`config.mk`:
```
export PLATFORM = sky130hd
export DESIGN_NAME = inst_fetch_unit_flat
export DESIGN_NICKNAME = d
export VERILOG_FILES = /design/src/rtl/inst_fetch_unit_pkg.sv /design/src/rtl/inst_fetch_unit_if.sv /design/src/rtl/inst_fetch_unit_fifo.sv /design/src/rtl/inst_fetch_unit.sv /design/src/flat_wrapper.sv
export SDC_FILE = /design/constraint.sdc
export NUM_CORES = 1
export LEC_CHECK = 0
export CAP_MARGIN = 40
export CORE_MARGIN = 2
export CORE_UTILIZATION = 50
export DETAILED_ROUTE_END_ITERATION = 6
export GPL_TIMING_DRIVEN = 0
export PLACE_DENSITY = 0.72
export SKIP_CTS_REPAIR_TIMING = 1
export SLEW_MARGIN = 0
export SYNTH_ARGS = -nofsm -noshare
export SYNTH_HDL_FRONTEND = slang
export SYNTH_HIERARCHICAL = 1
export SYNTH_SLANG_ARGS = --single-unit
export TNS_END_PERCENT = 1
```
`constraint.sdc`:
```
create_clock -name clk -period 10.1 [get_ports clk]
set_input_delay 2.02 -clock clk [delete_from_list [all_inputs] [get_ports clk]]
set_output_delay 2.02 -clock clk [all_outputs]
set_load 0.05 [all_outputs]
```
`src/rtl/inst_fetch_unit_pkg.sv`:
```
// rtl/inst_fetch_unit_pkg.sv - instruction widths, field slice positions and queue entry type for the fetch stage
package inst_fetch_unit_pkg;

    localparam int INST_W = 32;
    localparam int XLEN   = 32;

    localparam int OPCODE_LSB = 0;
    localparam int OPCODE_MSB = 6;
    localparam int FUNCT3_LSB = 12;
    localparam int FUNCT3_MSB = 14;
    localparam int FUNCT7_LSB = 25;
    localparam int FUNCT7_MSB = 31;

    localparam logic [XLEN-1:0] DEFAULT_RESET_PC = 32'h0000_0000;

    typedef struct packed {
        logic [XLEN-1:0]   pc;
        logic [INST_W-1:0] inst;
    } fetch_entry_t;

    function automatic logic [XLEN-1:0] word_align(input logic [XLEN-1:0] addr);
        return {addr[XLEN-1:2], 2'b00};
    endfunction

endpackage

```
`src/rtl/inst_fetch_unit_if.sv`:
```
// rtl/inst_fetch_unit_if.sv - imem request/response, redirect and instruction handshake bundle
interface inst_fetch_unit_if;
    import inst_fetch_unit_pkg::*;

    logic              imem_req_valid;
    logic              imem_req_ready;
    logic [XLEN-1:0]   imem_req_addr;
    logic              imem_resp_valid;
    logic [INST_W-1:0] imem_resp_data;
    logic              redirect_valid;
    logic [XLEN-1:0]   redirect_pc;
    logic              inst_valid;
    logic              inst_ready;
    logic [INST_W-1:0] inst_data;
    logic [XLEN-1:0]   inst_pc;
    logic [6:0]        opcode;
    logic [2:0]        funct3;
    logic [6:0]        funct7;

    modport master (
        output imem_req_valid, imem_req_addr,
        input  imem_req_ready, imem_resp_valid, imem_resp_data,
        input  redirect_valid, redirect_pc,
        output inst_valid, inst_data, inst_pc, opcode, funct3, funct7,
        input  inst_ready
    );

    modport slave (
        input  imem_req_valid, imem_req_addr,
        output imem_req_ready, imem_resp_valid, imem_resp_data,
        output redirect_valid, redirect_pc,
        input  inst_valid, inst_data, inst_pc, opcode, funct3, funct7,
        output inst_ready
    );

endinterface

```
`src/rtl/inst_fetch_unit_fifo.sv`:
```
// rtl/inst_fetch_unit_fifo.sv - in-order {pc,inst} queue; flush wins over push/pop, head reads 0 when empty
module inst_fetch_unit_fifo
    import inst_fetch_unit_pkg::*;
#(
    parameter int DEPTH = 4,
    localparam int CNT_W = $clog2(DEPTH + 1)
) (
    input  logic             clk,
    input  logic             reset,
    input  logic             push,
    input  fetch_entry_t     push_data,
    input  logic             pop,
    input  logic             flush,
    output fetch_entry_t     head,
    output logic [CNT_W-1:0] count,
    output logic             full,
    output logic             empty
);

    localparam int PTR_W = $clog2(DEPTH);

    fetch_entry_t     mem [DEPTH];
    logic [PTR_W-1:0] wr_ptr;
    logic [PTR_W-1:0] rd_ptr;
    logic             do_push;
    logic             do_pop;

    assign full    = (count == CNT_W'(DEPTH));
    assign empty   = (count == '0);
    assign do_push = push && !flush;
    assign do_pop  = pop && !flush && !empty;

    // DEPTH is a power of two, so pointers wrap on their own
    always_ff @(posedge clk or posedge reset) begin
        if (reset) begin
            wr_ptr <= '0;
            rd_ptr <= '0;
            count  <= '0;
        end else if (flush) begin
            wr_ptr <= '0;
            rd_ptr <= '0;
            count  <= '0;
        end else begin
            if (do_push) wr_ptr <= wr_ptr + 1'b1;
            if (do_pop)  rd_ptr <= rd_ptr + 1'b1;
            case ({do_push, do_pop})
                2'b10:   count <= count + 1'b1;
                2'b01:   count <= count - 1'b1;
                default: count <= count;
            endcase
        end
    end

    always_ff @(posedge clk) begin
        if (do_push) mem[wr_ptr] <= push_data;
    end

    assign head = empty ? '0 : mem[rd_ptr];

endmodule

```
`src/rtl/inst_fetch_unit.sv`:
```
// rtl/inst_fetch_unit.sv - fetch PC, credit-gated imem requests, stale-response drop and pre-sliced instruction output
module inst_fetch_unit
    import inst_fetch_unit_pkg::*;
#(
    parameter logic [XLEN-1:0] RESET_PC   = DEFAULT_RESET_PC,
    parameter int              FIFO_DEPTH = 4
) (
    input logic               clk,
    input logic               reset,
    inst_fetch_unit_if.master bus
);

    localparam int CNT_W = $clog2(FIFO_DEPTH + 1);
    localparam logic [CNT_W:0] DEPTH_LIM = (CNT_W + 1)'(FIFO_DEPTH);

    logic [XLEN-1:0]  fetch_pc;
    logic [XLEN-1:0]  resp_pc;
    logic [CNT_W-1:0] outstanding;
    logic [CNT_W-1:0] drop;
    logic [CNT_W-1:0] count;
    logic [CNT_W:0]   credit_used;
    logic             req_fire;
    logic             push;
    logic             pop;
    logic             full;
    logic             empty;
    logic [CNT_W-1:0] resp_dec;
    fetch_entry_t     head;
    fetch_entry_t     push_entry;

    // Every in-flight request reserves a queue slot, so a returning word always fits
    assign credit_used        = {1'b0, count} + {1'b0, outstanding};
    assign bus.imem_req_valid = !reset && !bus.redirect_valid && (credit_used < DEPTH_LIM);
    assign bus.imem_req_addr  = fetch_pc;

    assign req_fire   = bus.imem_req_valid && bus.imem_req_ready;
    assign resp_dec   = CNT_W'(bus.imem_resp_valid);
    assign push       = bus.imem_resp_valid && (drop == '0) && !bus.redirect_valid;
    assign pop        = bus.inst_valid && bus.inst_ready && !bus.redirect_valid;
    assign push_entry = '{pc: resp_pc, inst: bus.imem_resp_data};

    always_ff @(posedge clk or posedge reset) begin
        if (reset) begin
            fetch_pc    <= RESET_PC;
            resp_pc     <= RESET_PC;
            outstanding <= '0;
            drop        <= '0;
        end else if (bus.redirect_valid) begin
            // Whatever is still in flight after this edge belongs to the old path
            fetch_pc    <= word_align(bus.redirect_pc);
            resp_pc     <= word_align(bus.redirect_pc);
            outstanding <= outstanding - resp_dec;
            drop        <= outstanding - resp_dec;
        end else begin
            if (req_fire) fetch_pc <= fetch_pc + XLEN'(4);
            case ({req_fire, bus.imem_resp_valid})
                2'b10:   outstanding <= outstanding + 1'b1;
                2'b01:   outstanding <= outstanding - 1'b1;
                default: outstanding <= outstanding;
            endcase
            if (bus.imem_resp_valid) begin
                if (drop != '0) drop <= drop - 1'b1;
                else            resp_pc <= resp_pc + XLEN'(4);
            end
        end
    end

    inst_fetch_unit_fifo #(
        .DEPTH (FIFO_DEPTH)
    ) u_fifo (
        .clk       (clk),
        .reset     (reset),
        .push      (push),
        .push_data (push_entry),
        .pop       (pop),
        .flush     (bus.redirect_valid),
        .head      (head),
        .count     (count),
        .full      (full),
        .empty     (empty)
    );

    assign bus.inst_valid = !empty;
    assign bus.inst_data  = head.inst;
    assign bus.inst_pc    = head.pc;
    assign bus.opcode     = head.inst[OPCODE_MSB:OPCODE_LSB];
    assign bus.funct3     = head.inst[FUNCT3_MSB:FUNCT3_LSB];
    assign bus.funct7     = head.inst[FUNCT7_MSB:FUNCT7_LSB];

    a_no_overflow: assert property (@(posedge clk) disable iff (reset) !(push && full));

endmodule

```
`src/flat_wrapper.sv`:
```
// flat-port wrapper written by rule: the top's interface ports become plain ports
module inst_fetch_unit_flat import inst_fetch_unit_pkg::*;
#(
    parameter logic [XLEN-1:0] RESET_PC   = DEFAULT_RESET_PC,
    parameter int              FIFO_DEPTH = 4
)
  (clk, reset, bus_imem_req_valid, bus_imem_req_addr, bus_imem_req_ready, bus_imem_resp_valid, bus_imem_resp_data, bus_redirect_valid, bus_redirect_pc, bus_inst_valid, bus_inst_data, bus_inst_pc, bus_opcode, bus_funct3, bus_funct7, bus_inst_ready);
  inst_fetch_unit_if bus_i ();
  input logic clk;
  input logic reset;
  output wire logic [$bits(bus_i.imem_req_valid)-1:0] bus_imem_req_valid;
  output wire logic [$bits(bus_i.imem_req_addr)-1:0] bus_imem_req_addr;
  input wire logic [$bits(bus_i.imem_req_ready)-1:0] bus_imem_req_ready;
  input wire logic [$bits(bus_i.imem_resp_valid)-1:0] bus_imem_resp_valid;
  input wire logic [$bits(bus_i.imem_resp_data)-1:0] bus_imem_resp_data;
  input wire logic [$bits(bus_i.redirect_valid)-1:0] bus_redirect_valid;
  input wire logic [$bits(bus_i.redirect_pc)-1:0] bus_redirect_pc;
  output wire logic [$bits(bus_i.inst_valid)-1:0] bus_inst_valid;
  output wire logic [$bits(bus_i.inst_data)-1:0] bus_inst_data;
  output wire logic [$bits(bus_i.inst_pc)-1:0] bus_inst_pc;
  output wire logic [$bits(bus_i.opcode)-1:0] bus_opcode;
  output wire logic [$bits(bus_i.funct3)-1:0] bus_funct3;
  output wire logic [$bits(bus_i.funct7)-1:0] bus_funct7;
  input wire logic [$bits(bus_i.inst_ready)-1:0] bus_inst_ready;
  assign bus_imem_req_valid = bus_i.imem_req_valid;
  assign bus_imem_req_addr = bus_i.imem_req_addr;
  assign bus_i.imem_req_ready = bus_imem_req_ready;
  assign bus_i.imem_resp_valid = bus_imem_resp_valid;
  assign bus_i.imem_resp_data = bus_imem_resp_data;
  assign bus_i.redirect_valid = bus_redirect_valid;
  assign bus_i.redirect_pc = bus_redirect_pc;
  assign bus_inst_valid = bus_i.inst_valid;
  assign bus_inst_data = bus_i.inst_data;
  assign bus_inst_pc = bus_i.inst_pc;
  assign bus_opcode = bus_i.opcode;
  assign bus_funct3 = bus_i.funct3;
  assign bus_funct7 = bus_i.funct7;
  assign bus_i.inst_ready = bus_inst_ready;
  inst_fetch_unit #(.RESET_PC(RESET_PC), .FIFO_DEPTH(FIFO_DEPTH)) u_core (.clk(clk), .reset(reset), .bus(bus_i));
endmodule
```
## Yosys cells after proc, flatten, opt, wreduce, memory -nomap -nowiden

Memory sizes are Yosys's and may differ from the RTL's.
Cells that the tools add are included.

| storage, ports and cells | value |
|---|---|
| input port bits | 70 |
| output and inout port bits | 115 |
| word-level logic and storage cells | 69 |
| bits in registers | 77 |
| memories kept | 1 |
| RAM bits | 256 |

Memory list:

| memory | words | width | rd ports | clocked after Yosys merged registers in | wr ports | RTL line | text |
|---|---|---|---|---|---|---|---|
| u_core.u_fifo.mem | 4 | 64 | 1 | 0 | 1 | inst_fetch_unit_fifo.sv:22 | `fetch_entry_t mem [DEPTH];` |

| operators by class | value |
|---|---|
| reductions and logical operators | 25 |
| $lt $le $gt $ge | 1 |
| multiplexer cells | 19 |
| equal/unequal tests | 5 |
| add/sub/neg operators | 11 |

Operators with widths:

| cell | number |
|---|---|
| $mux 32 | 5 |
| $add 32x3->32 const B | 2 |
| $mux 64 | 1 |
| $mux 3 | 5 |
| $pmux 3 s2 | 2 |
| $logic_and 1x1->1 | 10 |
| $reduce_bool 2->1 | 5 |
| $reduce_bool 3->1 | 3 |
| $sub 3x1->3 const B | 3 |
| $mux 2 | 4 |
| $add 3x1->3 const B | 2 |
| $logic_not 3->1 | 2 |
| $add 2x1->2 const B | 2 |
| $add 3x3->4 | 1 |
| $eq 2x1->1 const B | 2 |
| $eq 2x2->1 const B | 2 |
| $lt 4x3->1 const B | 1 |
| $reduce_and 2->1 | 2 |
| $logic_not 1->1 | 3 |
| $sub 3x1->3 | 1 |
| $mux 1 | 2 |
| $ne 2x2->1 const B | 1 |

## Logic depth before layout (Yosys ltp)

Gate-level depths: netlist of run 1.

| depth | value |
|---|---|
| depth in word-level cells | 9 |
| mapped depth | 10 |
| gate-level depth less buffers | 9 |

## Hierarchy

Netlist of run 1, hierarchy kept.

Modules (own cells, without submodules):

| module | area each (um^2) | instances | cells an instance | seq. area each (um^2) |
|---|---|---|---|---|
| inst_fetch_unit_fifo | 10,158.5 | 1 | 456 | 7,862.5 |
| inst_fetch_unit | 3,996.3 | 1 | 444 | 1,651.6 |

## Worst setup path after synthesis of run 1

OpenSTA, ideal clock, no wires.

| timing | value |
|---|---|
| kind | input-to-output |
| start point | in bus_redirect_valid |
| end point | out bus_imem_req_valid |
| path buffers | 1 |
| setup slack | 4,324 ps |
| required time | 8,080 ps |
| cell stages on the path | 2 |
| arrival time | 3,756 ps |
| cells stage by stage | clkbuf_1 -> nor4_1 |

| on the way | value |
|---|---|
| cells in the longest elaborated chain, start to end | 3 |

RTL lines:

| element | RTL line | text |
|---|---|---|
| start: declaration | flat_wrapper.sv:16 | `input wire logic [$bits(bus_i.redirect_valid)-1:0] bus_redirect_valid;` |
| $logic_not 1->1 | inst_fetch_unit.sv:33 | `assign bus.imem_req_valid = !reset && !bus.redirect_valid && (credit_used < DEPTH_LIM);` |
| $logic_and 1x1->1 (2 in a row) | inst_fetch_unit.sv:33 |  |
| end: declaration | flat_wrapper.sv:11 | `output wire logic [$bits(bus_i.imem_req_valid)-1:0] bus_imem_req_valid;` |

Every way passes these cells.

## Final worst setup path of run 1

Same ends and word-level chain as after synthesis.

==> results of run 1 <==
-- routing by layer --
metal,vias up,share of wire [%]
met5,-,0
met4,0,1.7
met3,44,6.3
met2,283,48
met1,4263,44
li1,3908,-
-- worst max-delay path, cell delays in order --
cell and delay, ps:
clkdlybuf4s50_1 680, clkbuf_1 330, nor4_1 400, clkdlybuf4s50_1 880
-- flip-flops by register name, summed over array words and instances (netlist names) --
signal	count
u_core/drop	3
u_core/u_fifo/rd_ptr	2
u_core/resp_pc	30
u_core/u_fifo/wr_ptr	2
u_core/u_fifo/count	3
u_core/outstanding	3
u_core/u_fifo/mem	256
u_core/bus.imem_req_addr	30
-- where the power goes --
part	switching (uW)	leakage [uW]	internal [uW]
Combinational	254	0.00215	162
Clock	495	0.000551	775
Sequential	67.8	0.00320	1520
-- path summary, 6_finish.rpt --
| kind | start | to |
|---|---|---|
| setup / recovery | bus_redirect_valid | bus_imem_req_valid |
| hold / removal | u_core/outstanding[2] | u_core/outstanding[2] |
| setup reg to reg | u_core/u_fifo/count[1] | u_core/u_fifo/count[2] |
| hold reg to reg | u_core/outstanding[2] | u_core/outstanding[2] |
| max in group asynchronous | reset | u_core/resp_pc[27] |
| min in group asynchronous | reset | u_core/bus.imem_req_addr[29] |
-- stage by stage --
stage,total power (uW),utilization [%],setup WS (ps),hold slack (ps),cells
after floorplan,1870,-,4320,486,908
after global placement,2020,59.1,2820,535,1466
after detailed placement,2030,59.6,3800,544,1471
after CTS,3310,63.7,3780,550,1532
after global routing,3400,63.7,3700,554,1532
final,3280,63.7,3770,542,1532
-- area by class of cell --
class | count | area, um^2
repair buffers | 185 | 1930
clock buffers | 46 | 927
fillers | 2037 | 10100
well taps | 378 | 473
flip-flops and latches | 329 | 9510
inverters | 17 | 66.3
multi-input cells | 503 | 4240
plain buffers | 59 | 373
clock inverters | 15 | 208
-- cells in the final DEF (no fill, tap or decap), types with 4 or more instances in the layout --
| master | count |
|---|---|
| a21oi_1 | 8 |
| buf_6 | 6 |
| clkdlybuf4s50_1 | 180 |
| buf_16 | 4 |
| ha_1 | 12 |
| nor4_2 | 5 |
| clkbuf_16 | 35 |
| nand3_1 | 32 |
| nor2_1 | 24 |
| nor3_1 | 13 |
| o21ai_0 | 34 |
| xnor2_1 | 28 |
| o21ai_1 | 11 |
| buf_2 | 7 |
| o311ai_0 | 16 |
| a31oi_1 | 4 |
| nand4_1 | 17 |
| clkbuf_1 | 32 |
| o211ai_1 | 16 |
| and3_1 | 5 |
| nor2b_1 | 64 |
| edfxtp_1 | 256 |
| bufinv_16 | 5 |
| xor2_1 | 13 |
| and4_1 | 5 |
| and2_4 | 4 |
| buf_4 | 23 |
| dfrtp_1 | 73 |
| inv_1 | 16 |
| nand2b_1 | 7 |
| clkinv_2 | 6 |
| mux4_2 | 64 |
| nand2_1 | 61 |
| nor4_1 | 6 |
| conb_1 | 10 |
| or4_1 | 4 |
| or3_1 | 5 |
==> impl_metrics.yaml, run 1 <==
setup_path:
  rrSetupSlack_ps: 6950
  worstPathMaxFanout: 10
  worst_setup_path_end_kind: "primary output"
  crit_required_ps: 8080
  crit_type: "in2out"
  cp-start-kind: "input pin"
  cp.arrival_ps: 4310
  worst_r2r_path_depth: 9
sta:
  setup_viol: 0
  period_share_pct: 62.7
  finalMaxSlewViolations: 0
  worst_pin_slew_ps: 795
  hold_viol: 0
  rsz0062_at_grt: "no"
  fmax_ghz: 0.158
  finalCriticalPeriod_ps: 6330
  fin_setup_tns_ps: 0
  relSlewSlack_pct: 46.6
  clock_skew_ps: 32.8
global_routing:
  antenna_found_initial: 0
  grt_use_total_pct: 21.0
  grt-ovfl-total: 0
  met3_usage_pct: 3.73
  grt_pass1_vias: 8590
  grt_max_degree: 62
  grtUsageMet2_pct: 34.9
  top_usage_layer: "met2"
  grt_pass1_wl_um: 47000
  met1_usage_pct: 29.1
routing:
  wl_um: 30500
  ant_nets: 0
  wl_per_cell_um: 19.9
  dr.pass1.iters: 5
  drc: 0
  drtIter0Drc: 753
  vias_per_cell: 5.55
  vias: 8498
yosys:
  synth.avg_cell_area_um2: 15.7
  syn_area_um2: 14100
  syn_inst: 899
  yosys_warnings: 6
job:
  drv_cap: 0
clocking:
  cts_max_level: 2
  cts_root_buf: "clkbuf_16"
  cts_tree: "done"
  clk_path_buf_depth: 3
  cts_buffers: 34
  clock-sinks: 329
  clk_pin_slew_ps: 60
  clock_latency_ps: 520
die:
  die_x_um: 172
  start_util_pct: 50.8
  fp.dieArea_um2: 29700
  rows: 61
  die_h_um: 172
  core-area_um2: 27900
  ioPinCount: 185
placed_design:
  gp_congestion: 0.887
  hpwlAfterDp_um: 20200
  post_dp_cell_area_um2: 16600
  io_buffers: 180
power:
  leakage_uw: 0.00590
  power_density_nw_per_um2: 185
  irDropWorstVdd_mv: 0.0947
cells_and_area:
  finalInstanceArea_um2: 17700
  nets: 1213
  drive_gt1_share_pct: 15.3
  n_antenna_cell: 0
  area_delta_synth_final_pct: 25.3
worst_hold_path:
  hold_path.class: "reg2reg"
  min_path_cells: 1
status:
  status: "completed"
Power figures use the tool's default switching activity.
==> run 2: changes to the inputs <==
==> constraint.sdc (replaced) <==
create_clock -name clk -period 6.2 [get_ports clk]
set_input_delay 1.24 -clock clk [delete_from_list [all_inputs] [get_ports clk]]
set_output_delay 1.24 -clock clk [all_outputs]
set_load 0.05 [all_outputs]
==> results of run 2 <==
The final DEF is identical to that of run 1. Status: completed.
Main changes from that run: setup slack after placement 3800 ps -> 1460 ps; setup slack after layout 3770 ps -> 1430 ps; register-to-register setup slack 6950 ps -> 3050 ps; total power 3280 uW -> 5340 uW; worst IR drop on VDD 0.0947 mV -> 0.154 mV
==> run 3: changes to the inputs <==
==> constraint.sdc (replaced) <==
create_clock -name clk -period 4.5 [get_ports clk]
set_input_delay 0.9 -clock clk [delete_from_list [all_inputs] [get_ports clk]]
set_output_delay 0.9 -clock clk [all_outputs]
set_load 0.05 [all_outputs]
==> results of run 3 <==
The final DEF is identical to that of run 1. Status: completed.
Main changes from that run: setup slack after placement 3800 ps -> 119 ps; setup slack after layout 3770 ps -> 408 ps; register-to-register setup slack 6950 ps -> 1350 ps; total power 3280 uW -> 7360 uW; worst IR drop on VDD 0.0947 mV -> 0.213 mV
